## src/rtl/mac_pkg.sv

```systemverilog
// mac_pkg: widths, FSM states and result saturation shared by the MAC engine.
package mac_pkg;
  localparam int N_A = 36;
  localparam int N_X = 18;
  localparam int N_Y = 18;
  localparam int N_I = 6;
  localparam int FRAC_A = 18;
  localparam int N_ACC = 60;
  typedef enum logic {IDLE, RUN} state_t;
  // Rescale by the coefficient's fractional bits, then clamp to the signed N_Y range.
  function automatic logic signed [N_Y-1:0] sat_y(input logic signed [N_ACC-1:0] v);
    logic signed [N_ACC-1:0] s;
    s = v >>> FRAC_A;
    return (&s[N_ACC-1:N_Y-1] | ~|s[N_ACC-1:N_Y-1]) ? s[N_Y-1:0] : {s[N_ACC-1], {(N_Y-1){~s[N_ACC-1]}}};
  endfunction
endpackage

```

## src/rtl/mac_datapath.sv

```systemverilog
// mac_datapath: signed multiplier, accumulator and saturated result register.
module mac_datapath
  import mac_pkg::*;
(
  input  logic                  clk,
  input  logic                  rst,
  input  logic                  clr,
  input  logic                  acc_en,
  input  logic                  fin,
  input  logic signed [N_A-1:0] a,
  input  logic signed [N_X-1:0] x,
  output logic signed [N_Y-1:0] y
);
  logic signed [N_A+N_X-1:0] prod;
  logic signed [N_ACC-1:0] acc, acc_next;
  assign prod = a * x;
  assign acc_next = acc + N_ACC'(prod);
  always_ff @(posedge clk or negedge rst)
    if (!rst) begin
      acc <= '0;
      y <= '0;
    end else begin
      acc <= clr ? '0 : acc_en ? acc_next : acc;
      y <= fin ? sat_y(acc_next) : y;
    end
endmodule

```

## src/rtl/mac_top.sv

```systemverilog
// mac_top: sequential MAC over ROM indices start_idx..end_idx, one term per clock.
module mac_top
  import mac_pkg::*;
(
  input  logic                  clk,
  input  logic                  rst,
  input  logic                  stf,
  input  logic signed [N_X-1:0] x,
  input  logic signed [N_A-1:0] a,
  input  logic [N_I-1:0]        start_idx,
  input  logic [N_I-1:0]        end_idx,
  output logic                  eof,
  output logic [N_I-1:0]        i,
  output logic signed [N_Y-1:0] y
);
  state_t state, state_n;
  logic stf_d, start, last, acc_en;
  logic [N_I-1:0] i_n;
  // Only a fresh rising edge of stf in IDLE launches a run.
  always_comb begin
    start = state == IDLE && stf && !stf_d;
    last = state == RUN && i == end_idx;
    acc_en = state == RUN && !last;
    state_n = start ? RUN : last ? IDLE : state;
    i_n = start ? start_idx : acc_en ? i + 1'b1 : i;
  end
  always_ff @(posedge clk or negedge rst)
    if (!rst) begin
      state <= IDLE;
      i <= '0;
      eof <= 1'b0;
      stf_d <= 1'b0;
    end else begin
      state <= state_n;
      i <= i_n;
      eof <= last;
      stf_d <= stf;
    end
  mac_datapath u_dp (
    .clk(clk),
    .rst(rst),
    .clr(start),
    .acc_en(acc_en),
    .fin(last),
    .a(a),
    .x(x),
    .y(y)
  );
endmodule

```

## config.mk

```make
export PLATFORM = sky130hd
export DESIGN_NAME = mac_top
export DESIGN_NICKNAME = d
export VERILOG_FILES = /design/src/rtl/mac_pkg.sv /design/src/rtl/mac_datapath.sv /design/src/rtl/mac_top.sv
export SDC_FILE = /design/constraint.sdc
export NUM_CORES = 2
export LEC_CHECK = 0
export CAP_MARGIN = 30
export CORE_AREA = 2 2 225 227
export CTS_BUF_LIST = sky130_fd_sc_hd__clkbuf_16
export CTS_CLUSTER_SIZE = 12
export DETAILED_ROUTE_END_ITERATION = 10
export DIE_AREA = 0 0 227 229
export PLACE_DENSITY = 0.75
export SYNTH_ARGS = -nofsm -noshare
export SYNTH_HDL_FRONTEND = slang
export SYNTH_SLANG_ARGS = --single-unit
```

## constraint.sdc

```tcl
create_clock -name clk -period 8.6 [get_ports clk]
set_input_delay 1.72 -clock clk [delete_from_list [all_inputs] [get_ports clk]]
set_output_delay 1.72 -clock clk [all_outputs]
set_load 0.1 [all_outputs]
```

==> flow_results.xml <==
<?xml version="1.0" encoding="UTF-8"?>
<metrics>
  <group name="run_status">
    <metric name="status" unit="">complete, but fails checks</metric>
    <metric name="violated_checks" unit="">setup timing</metric>
  </group>
  <group name="global_route">
    <metric name="number_of_antenna_violations_at_the_first_check_in_global_routing" unit="">16</metric>
    <metric name="grt_pass1_wl" unit="mm">164</metric>
    <metric name="gr-total-overflow" unit="">0</metric>
    <metric name="pin_count_of_the_biggest_net_entering_global_routing" unit="">82</metric>
    <metric name="first_global_vias" unit="">29000</metric>
    <metric name="grt.total_usage" unit="">0.424</metric>
  </group>
  <group name="worst_setup_path">
    <metric name="worst_setup_path_start_kind" unit="">input pin</metric>
    <metric name="crit_fanout" unit="">8</metric>
    <metric name="regToRegSetupSlack" unit="ns">1.97</metric>
    <metric name="cp_slowest_stage_delay" unit="ns">0.64</metric>
    <metric name="worst_r2r_startpoint" unit="">u_dp.acc[20]$_DFFE_PN0P_</metric>
    <metric name="endpoint_kind" unit="">register</metric>
    <metric name="crit_top_cell" unit="">fa_1</metric>
    <metric name="worstReg2RegEnd" unit="">u_dp.y[12]$_DFFE_PN0P_</metric>
    <metric name="crit_arrival" unit="ns">9.52</metric>
    <metric name="timing.setup.critical_path_class" unit="">in -&gt; reg</metric>
    <metric name="ff2ff_path_depth" unit="">22</metric>
    <metric name="crit_required" unit="ns">8.87</metric>
    <metric name="worst_path_max_delay_cell" unit="">fa_1</metric>
  </group>
  <group name="timing">
    <metric name="clock_skew" unit="ns">0.0187</metric>
    <metric name="finalCriticalPeriod" unit="ns">9.25</metric>
    <metric name="final-hold-violation-count" unit="">0</metric>
    <metric name="maxSlewViolCount" unit="">0</metric>
    <metric name="fmax" unit="MHz">108</metric>
    <metric name="final_critical_path_setup_slack" unit="ns">-0.651</metric>
    <metric name="unrepaired_setup_endpoints_after_global_routing" unit="">true</metric>
    <metric name="tns" unit="ns">-10.06</metric>
    <metric name="tightest_slew" unit="ns">0.990</metric>
    <metric name="tightest_slew_margin_relative_to_the_limit" unit="">0.338</metric>
    <metric name="report.final.setup_viol" unit="">17</metric>
    <metric name="timing.final.crit_share" unit="">1.08</metric>
  </group>
  <group name="worst_hold_path">
    <metric name="holdCritPathClass" unit="">reg -&gt; reg</metric>
    <metric name="min_delay_path_depth" unit="">2</metric>
    <metric name="hold-path-endpoint" unit="">u_dp.acc[9]$_DFFE_PN0P_</metric>
    <metric name="worst_hold_launch" unit="">u_dp.acc[9]$_DFFE_PN0P_</metric>
  </group>
  <group name="yosys">
    <metric name="post_synth_edffs" unit="">0</metric>
    <metric name="syn_inst" unit="">3124</metric>
    <metric name="yosysWarnings" unit="">0</metric>
    <metric name="number_of_unique_standard_cell_types_used_by_synthesis" unit="">72</metric>
    <metric name="synth_sequential_area_ratio" unit="">0.0766</metric>
    <metric name="synth_ff_type" unit="">dfrtp_1</metric>
    <metric name="synth_seq_cells" unit="">87</metric>
    <metric name="synth_nets" unit="">4053</metric>
    <metric name="post_synth.cell_area_avg" unit="um^2">9.09</metric>
    <metric name="netlist_area" unit="um^2">28400</metric>
    <metric name="synthArstFlopShare" unit="">1.00</metric>
  </group>
  <group name="finish">
    <metric name="layout.cells.most_common" unit="">fa_1</metric>
    <metric name="multiInputGateArea" unit="um^2">25600</metric>
    <metric name="layout.area.seq" unit="um^2">2180</metric>
    <metric name="area.growth.synth_to_final" unit="%">38.3</metric>
    <metric name="mostFrequentLayoutCells" unit="">642 x fa_1, 621 x inv_1, 462 x buf_4</metric>
    <metric name="drive_above_1_share" unit="">0.302</metric>
    <metric name="final_cell_area" unit="um^2">39300</metric>
    <metric name="n_fill_cell" unit="">2773</metric>
    <metric name="post_layout_net_count" unit="">4637</metric>
  </group>
  <group name="placement">
    <metric name="gpl.final_weighted_congestion" unit="">0.995</metric>
    <metric name="detailed_place_hpwl" unit="mm">69.8</metric>
    <metric name="place_area" unit="um^2">33700</metric>
    <metric name="dp_worst_setup_slack" unit="ns">-1.13</metric>
    <metric name="io_buffers" unit="">93</metric>
  </group>
  <group name="cts">
    <metric name="clock_pin_slew_reported_for_the_worst_setup_and_hold_paths_after_clock_tree_synthesis" unit="ns">0.09</metric>
    <metric name="tritoncts.num_buffers" unit="">9</metric>
    <metric name="tritoncts_clock_tree" unit="">yes</metric>
    <metric name="numClockSinks" unit="">87</metric>
    <metric name="htree_levels" unit="">3</metric>
    <metric name="cts_hold_buffers" unit="">0</metric>
    <metric name="clk_root_buf" unit="">clkbuf_16</metric>
    <metric name="clkLatencyLatePin" unit="ns">0.37</metric>
    <metric name="cts_max_path_buffers" unit="">2</metric>
  </group>
  <group name="drt">
    <metric name="route.final.wire_length" unit="mm">118</metric>
    <metric name="ant_nets" unit="">0</metric>
    <metric name="avgViaCountPerCell" unit="">6.18</metric>
    <metric name="drt_first_iter_violations" unit="">3386</metric>
    <metric name="first_pass_iters" unit="">9</metric>
    <metric name="wl_per_cell" unit="um">26.7</metric>
    <metric name="remaining_drc_errors" unit="">0</metric>
    <metric name="detailroute.via_count" unit="">27200</metric>
  </group>
  <group name="die">
    <metric name="std_cell_rows" unit="">82</metric>
    <metric name="die_outline_height" unit="um">229</metric>
    <metric name="initial_core_util" unit="">0.572</metric>
    <metric name="design.die.area" unit="um^2">52000</metric>
    <metric name="placeableCoreArea" unit="um^2">49700</metric>
    <metric name="io_pins" unit="">94</metric>
    <metric name="die_width" unit="um">227</metric>
  </group>
  <group name="flow_run">
    <metric name="timing.max_cap.violations" unit="">0</metric>
  </group>
</metrics>
==> state kept, by name (all words and copies together), names as in the netlist <==
signal / flops
stf_d: 1
u_dp.acc: 60
state: 1
u_dp.y: 18
eof: 1
i: 6
==> final cells by class <==
type	count	share of cell area
diodes	23	0.00147
clock buffers	9	0.00573
clock inverters	7	0.00207
inverters	661	0.0634
multi-input cells	2207	0.651
flip-flops and latches	87	0.0554
well taps	672	0.0214
repair buffers	742	0.199
==> metal layers <==
metal	share of wire	vias to the layer above	global-route usage
li1	-	10600	-
met4	0.10	14	0.288
met1	0.31	13300	0.492
met2	0.45	2290	0.667
met3	0.13	986	0.141
met5	0.0017	-	0
==> cells in the mapped netlist, types with 24 or more instances <==
cell / number / area, um^2
and2_1: 240 / 1500
nand4_1: 25 / 156
o21ai_0: 107 / 536
clkbuf_1: 161 / 604
fa_1: 698 / 14000
o21ai_1: 24 / 120
nand3_1: 69 / 345
xor2_1: 29 / 254
a21oi_1: 94 / 470
nand2_1: 457 / 1720
xnor2_1: 33 / 289
nor2_1: 88 / 330
inv_1: 660 / 2480
ha_1: 162 / 2030
dfrtp_1: 87 / 2180
==> worst max-delay path: cells and delay by family <==
| family | cells | cell delay (ns) |
|---|---|---|
| and+or+nand+nor | 6 | 1.21 |
| adders and majority gates | 8 | 3.82 |
| AOI/OAI and AO/OA | 6 | 1.42 |
| xor gates and xnor gates | 1 | 0.17 |
| buffers and inverters | 9 | 1.16 |
==> per-stage QoR <==
step	instances	utilization	hold slack, ns
2_1_floorplan	3124	-	0.469
3_3_place_gp	4168	0.675	0.481
3_5_place_dp	4175	0.678	0.492
4_1_cts	4326	0.757	0.507
5_1_grt	4392	0.790	0.532
6_report	4408	0.791	0.508
==> cells by family after synthesis <==
group,after synthesis,synth area share
mux,2,0.000705
simple gates,947,0.159
xor+xnor,62,0.0191
flops,87,0.0766
buf+inv,832,0.111
fa+ha+maj,860,0.563
compound gates,334,0.0710
==> worst max path at each step <==
stage	startpoint	endpoint	slack [ns]	cells after the start
3_5_place_dp	x[4]	u_dp.y[14]$_DFFE_PN0P_	-1.13	28
2_1_floorplan	a[35]	u_dp.y[12]$_DFFE_PN0P_	0.003	26
3_3_place_gp	x[4]	u_dp.y[12]$_DFFE_PN0P_	-1.01	27
6_report	x[5]	u_dp.y[12]$_DFFE_PN0P_	-0.65	30
5_1_grt	a[23]	u_dp.y[12]$_DFFE_PN0P_	-0.78	29
4_1_cts	x[4]	u_dp.y[5]$_DFFE_PN0P_	-0.07	30
==> repair_timing <==
action                     4_1_cts  5_1_grt
pin swaps                      192      198
setup endpoints to repair       20       18
gates resized for setup        543      303
cloned                          35        6
buffers inserted               103       58
hold endpoints to repair         0        0
Power is left out: the tool's default activity adds up to more than one toggle a clock period on the data nets, which glitch-free logic cannot reach.
